File: config.mk
export PLATFORM = sky130hd
export DESIGN_NAME = mul_acc_iter
export DESIGN_NICKNAME = d
export VERILOG_FILES = /design/src/rtl/mul_acc_iter_pkg.sv /design/src/rtl/mul_acc_iter_radix4_step.sv /design/src/rtl/mul_acc_iter.sv
export SDC_FILE = /design/constraint.sdc
export NUM_CORES = 2
export LEC_CHECK = 0
export CORE_ASPECT_RATIO = 1.1
export CORE_MARGIN = 8
export CORE_UTILIZATION = 55
export CTS_CLUSTER_SIZE = 30
export DETAILED_ROUTE_END_ITERATION = 7
export PLACE_DENSITY = 0.76
export RECOVER_POWER = 50
export SLEW_MARGIN = 5
export SYNTH_ARGS = -nofsm -noshare
export SYNTH_HDL_FRONTEND = slang
export SYNTH_SLANG_ARGS = --single-unit
File: constraint.sdc
create_clock -name clk_in -period 22.8 [get_ports clk_in]
set_clock_uncertainty 0.2 [all_clocks]
set_input_delay 2.28 -clock clk_in [delete_from_list [all_inputs] [get_ports clk_in]]
set_output_delay 2.28 -clock clk_in [all_outputs]
set_load 0.005 [all_outputs]
File: src/rtl/mul_acc_iter_pkg.sv
// Shared types and sizing helpers for the iterative radix-4 multiply-accumulate unit.
package mul_acc_pkg;

   typedef enum logic {IDLE, RUN} mul_state_t;

   // One radix-4 digit is consumed per RUN cycle.
   function automatic int step_count(input int width);
      return width / 2;
   endfunction

   function automatic int count_bits(input int width);
      return $clog2(width / 2);
   endfunction

endpackage

File: src/rtl/mul_acc_iter_radix4_step.sv
// One radix-4 multiply step: adds 0/1x/2x/3x of the multiplicand and pre-shifts it for the next digit.
module mul_radix4_step #(
   parameter int WIDTH = 64
) (
   input  logic [2*WIDTH-1:0] acc,
   input  logic [2*WIDTH-1:0] mcand,
   input  logic [1:0]         digit,
   output logic [2*WIDTH-1:0] acc_next,
   output logic [2*WIDTH-1:0] mcand_next
);

   logic [2*WIDTH-1:0] mcand_x2;
   logic [2*WIDTH-1:0] partial;

   assign mcand_x2 = mcand << 1;

   always_comb begin
      partial = '0;
      unique case (digit)
         2'd0:    partial = '0;
         2'd1:    partial = mcand;
         2'd2:    partial = mcand_x2;
         default: partial = mcand_x2 + mcand;
      endcase
   end

   assign acc_next   = acc + partial;
   assign mcand_next = mcand << 2;

endmodule

File: src/rtl/mul_acc_iter.sv
// Iterative radix-4 multiply-accumulate: product_out = A*B + C after a fixed WIDTH/2 cycles.
module mul_acc_iter
   import mul_acc_pkg::*;
#(
   parameter int WIDTH = 64
) (
   input  logic                 clk_in,
   input  logic                 rst_in,
   input  logic [WIDTH-1:0]     multiplicand_in,
   input  logic [WIDTH-1:0]     multiplier_in,
   input  logic [WIDTH-1:0]     addend_in,
   input  logic                 data_valid_in,
   output logic [2*WIDTH-1:0]   product_out,
   output logic                 overflow_out,
   output logic                 data_valid_out,
   output logic                 busy_out
);

   localparam int STEPS = step_count(WIDTH);
   localparam int CW    = count_bits(WIDTH);

   if (WIDTH < 4 || (WIDTH % 2) != 0) begin : g_bad_width
      $error("mul_acc_iter: WIDTH must be even and at least 4");
   end

   mul_state_t         state_reg, state_next;
   logic [2*WIDTH-1:0] acc_reg, acc_next;
   logic [2*WIDTH-1:0] mcand_reg, mcand_next;
   logic [WIDTH-1:0]   mplier_reg, mplier_next;
   logic [CW-1:0]      count_reg, count_next;
   logic [2*WIDTH-1:0] product_reg, product_next;
   logic               overflow_reg, overflow_next;
   logic               valid_reg, valid_next;

   logic [2*WIDTH-1:0] step_acc;
   logic [2*WIDTH-1:0] step_mcand;

   mul_radix4_step #(
      .WIDTH      (WIDTH)
   ) u_step (
      .acc        (acc_reg),
      .mcand      (mcand_reg),
      .digit      (mplier_reg[1:0]),
      .acc_next   (step_acc),
      .mcand_next (step_mcand)
   );

   always_ff @(posedge clk_in or negedge rst_in) begin
      if (!rst_in) begin
         state_reg <= IDLE;
      end else begin
         state_reg <= state_next;
      end
   end

   always_ff @(posedge clk_in or negedge rst_in) begin
      if (!rst_in) begin
         acc_reg      <= '0;
         mcand_reg    <= '0;
         mplier_reg   <= '0;
         count_reg    <= '0;
         product_reg  <= '0;
         overflow_reg <= 1'b0;
         valid_reg    <= 1'b0;
      end else begin
         acc_reg      <= acc_next;
         mcand_reg    <= mcand_next;
         mplier_reg   <= mplier_next;
         count_reg    <= count_next;
         product_reg  <= product_next;
         overflow_reg <= overflow_next;
         valid_reg    <= valid_next;
      end
   end

   always_comb begin
      state_next    = state_reg;
      acc_next      = acc_reg;
      mcand_next    = mcand_reg;
      mplier_next   = mplier_reg;
      count_next    = count_reg;
      product_next  = product_reg;
      overflow_next = overflow_reg;
      valid_next    = 1'b0;

      unique case (state_reg)
         IDLE: begin
            if (data_valid_in) begin
               acc_next    = {{WIDTH{1'b0}}, addend_in};
               mcand_next  = {{WIDTH{1'b0}}, multiplicand_in};
               mplier_next = multiplier_in;
               count_next  = CW'(STEPS - 1);
               state_next  = RUN;
            end
         end
         RUN: begin
            acc_next    = step_acc;
            mcand_next  = step_mcand;
            mplier_next = mplier_reg >> 2;
            count_next  = count_reg - CW'(1);
            // The last digit's contribution is folded in directly from the step output.
            if (count_reg == '0) begin
               product_next  = step_acc;
               overflow_next = |step_acc[2*WIDTH-1:WIDTH];
               valid_next    = 1'b1;
               state_next    = IDLE;
            end
         end
         default: state_next = IDLE;
      endcase
   end

   assign product_out    = product_reg;
   assign overflow_out   = overflow_reg;
   assign data_valid_out = valid_reg;
   assign busy_out       = (state_reg == RUN);

endmodule

==> flow_summary.toml <==
[timing]
finalSetupViolCount = 0
fin_crit_sh = 0.477
slew_headroom = -2.02
hold_viol_final = 0
worst_slack_ns = 11.94
holdWs_ns = 0.266
layout_min_cycle_time_ns = 10.86
fin_setup_tns_ns = 0
fmax_mhz = 92.0
slew_violations = 1093
tightest_slew_ns = 4.53
rsz0062_at_grt = "false"

[synthesis]
seq_area_frac_synth = 0.302
postSynth.asyncResetShare = 1.00
synth.top_cells.by_area = "dfrtp_1 (30%), ha_1 (9.0%), nand2_1 (8.9%), o21ai_0 (8.2%), a21oi_1 (6.1%)"
synth_nets = 5323
ys.flop_type = "dfrtp_1"
syn_avg_cell_area_um2 = 7.79
yosys_warnings = 0
synthCells = 4855
ys_ff_latch = 456
synth_top_area_share = 0.302
syn_area_mm2 = 0.0378
synth.distinct_cells = 83
synth_edf_count = 0
yosysTopAreaCell = "dfrtp_1"
yosys-top-cells-count = "nand2_1 (899), o21ai_0 (620), a21oi_1 (460), dfrtp_1 (456), ha_1 (271)"
synth_most_common_cell = "nand2_1"

[worst_setup_path]
critPathCaptureType = "register"
start_kind = "register"
rrSetupSlack_ns = 11.94
cp.arrival_ns = 10.92
critPathKind = "register to register"
r2r_start = "busy_out"
r2r-end = "mcand_reg[21]"
cp_max_fo = 120
cp-startpoint = "busy_out"
worst_r2r_path_depth = 4
worstSetupEndpoint = "mcand_reg[21]"
worstPathRequired_ns = 22.86

[final_layout]
nets = 5440
area_delta_synth_final_pct = 14.0
final_cells = 5942
drive_above_1_share = 0.0321
fin_util = 0.629
final_area_mm2 = 0.0431

[clock_tree]
cts.htree.levels = 2
holdBufCountCts = 0
cts_resized = 0
insertion_delay_ns = 0.63
cts_tree = "yes"
cts_setup_buffers = 0
numCtsBuffers = 50
clkTransAtPathRegs_ns = 0.06
cts_sinks = 456
cts-root-buf = "clkbuf_16"
clk_path_buf_depth = 3

[placement]
dp.cells = 5847
place_ws_ns = 13.11
dp_hpwl_um = 108000
place_area_mm2 = 0.0414
gp_congestion = 1.04
io_buffers = 325

[global_routing]
antenna_found_initial = 2
grt_use_total = 0.346
grt_pass1_wl_um = 213000
grt_max_degree = 149
grt_pass1_vias = 36500
grt_remaining_overflow = 0

[floorplan]
coreArea_mm2 = 0.0685
rows = 101
die_area_mm2 = 0.0774
fp.dieW_um = 266
initial_core_util = 0.552
die_h_um = 291
num_io_pins = 326

[run_status]
status = "finished, violations left"
failed_checks = "max-capacitance violations, max-slew violations"

[power]
p_per_area_mw_per_mm2 = 140
p_leak_nw = 19.2
peakVddDrop_uv = 84.2
finalPower_mw = 6.03

[detailed_routing]
wl_um = 139000
ant_nets = 0
num_vias = 37300
wl_per_cell_um = 23.5
drtIter0Drc = 3151
drt_first_pass_iters = 6
drcViolationCount = 0
vias_per_cell = 6.28

[job]
drv_cap = 15

[worst_hold_path]
hold_class = "register to register"
[critical path, cell delays in order, from the launching register on]
cell and delay (ns):
dfrtp_1 1.27, clkbuf_1 1.99, clkbuf_1 3.29, clkbuf_1 2.92, o21ai_0 0.69
[how the worst min path moves through the flow]
stage	start	to	cells past startpoint	slack, ns
final	mplier_reg[59]	mplier_reg[57]	2	0.27
after global routing	product_out[87]	product_out[87]	2	0.29
after CTS	mplier_reg[59]	mplier_reg[57]	2	0.27
after detailed placement	product_out[87]	product_out[87]	2	0.26
after global placement	product_out[124]	product_out[124]	2	0.26
after floorplan	mplier_reg[2]	mplier_reg[0]	2	0.25
[per-layer routing]
| metal | routed length, um | up-vias | GRT usage |
|---|---|---|---|
| met2 | 67100 | 1340 | 0.591 |
| met4 | 12600 | 0 | 0.258 |
| met3 | 6750 | 431 | 0.0420 |
| li1 | - | 17700 | - |
| met5 | 0 | - | 0 |
| met1 | 53000 | 17900 | 0.395 |
[cell usage in the layout, fill, tap and decap left out, drive strengths merged, types with 30 or more instances in the layout]
| master | Yosys | final |
|---|---|---|
| a21o | 128 | 128 |
| nand3 | 70 | 70 |
| a21oi | 465 | 465 |
| a211oi | 86 | 86 |
| o21bai | 68 | 68 |
| clkdlybuf4s50 | 0 | 193 |
| o21a | 31 | 31 |
| mux2i | 217 | 217 |
| xnor2 | 139 | 139 |
| a31oi | 30 | 30 |
| nor2b | 73 | 73 |
| dfrtp | 456 | 456 |
| clkbuf | 261 | 81 |
| a22o | 43 | 43 |
| nor2 | 256 | 256 |
| ha | 271 | 271 |
| inv | 78 | 81 |
| dlygate4sd3 | 0 | 130 |
| o21ai | 636 | 636 |
| xor2 | 107 | 107 |
| nand4 | 113 | 113 |
| nand2 | 899 | 899 |
| nor3 | 65 | 65 |
[cells by family after synthesis]
family          synth area share
compound gates             0.267
simple gates               0.187
flops                      0.302
buf+inv                   0.0375
fa+ha+maj                 0.0908
xor+xnor                  0.0570
mux                       0.0590
[final cells by class]
cell class              count  area [um2]
repair buffers            362        3490
flip-flops and latches    456       11400
clock inverters            24         335
multi-input cells        4023       25000
fillers                  6347       25400
diodes                      4        10.0
well taps                 927        1160
clock buffers              67        1410
inverters                  79         298
[where the power goes]
group | internal [mW] | switching, mW
Combinational | 1.36 | 2.28
Sequential | 1.16 | 0.352
Clock | 0.515 | 0.370
(Power assumes the default switching activity.)
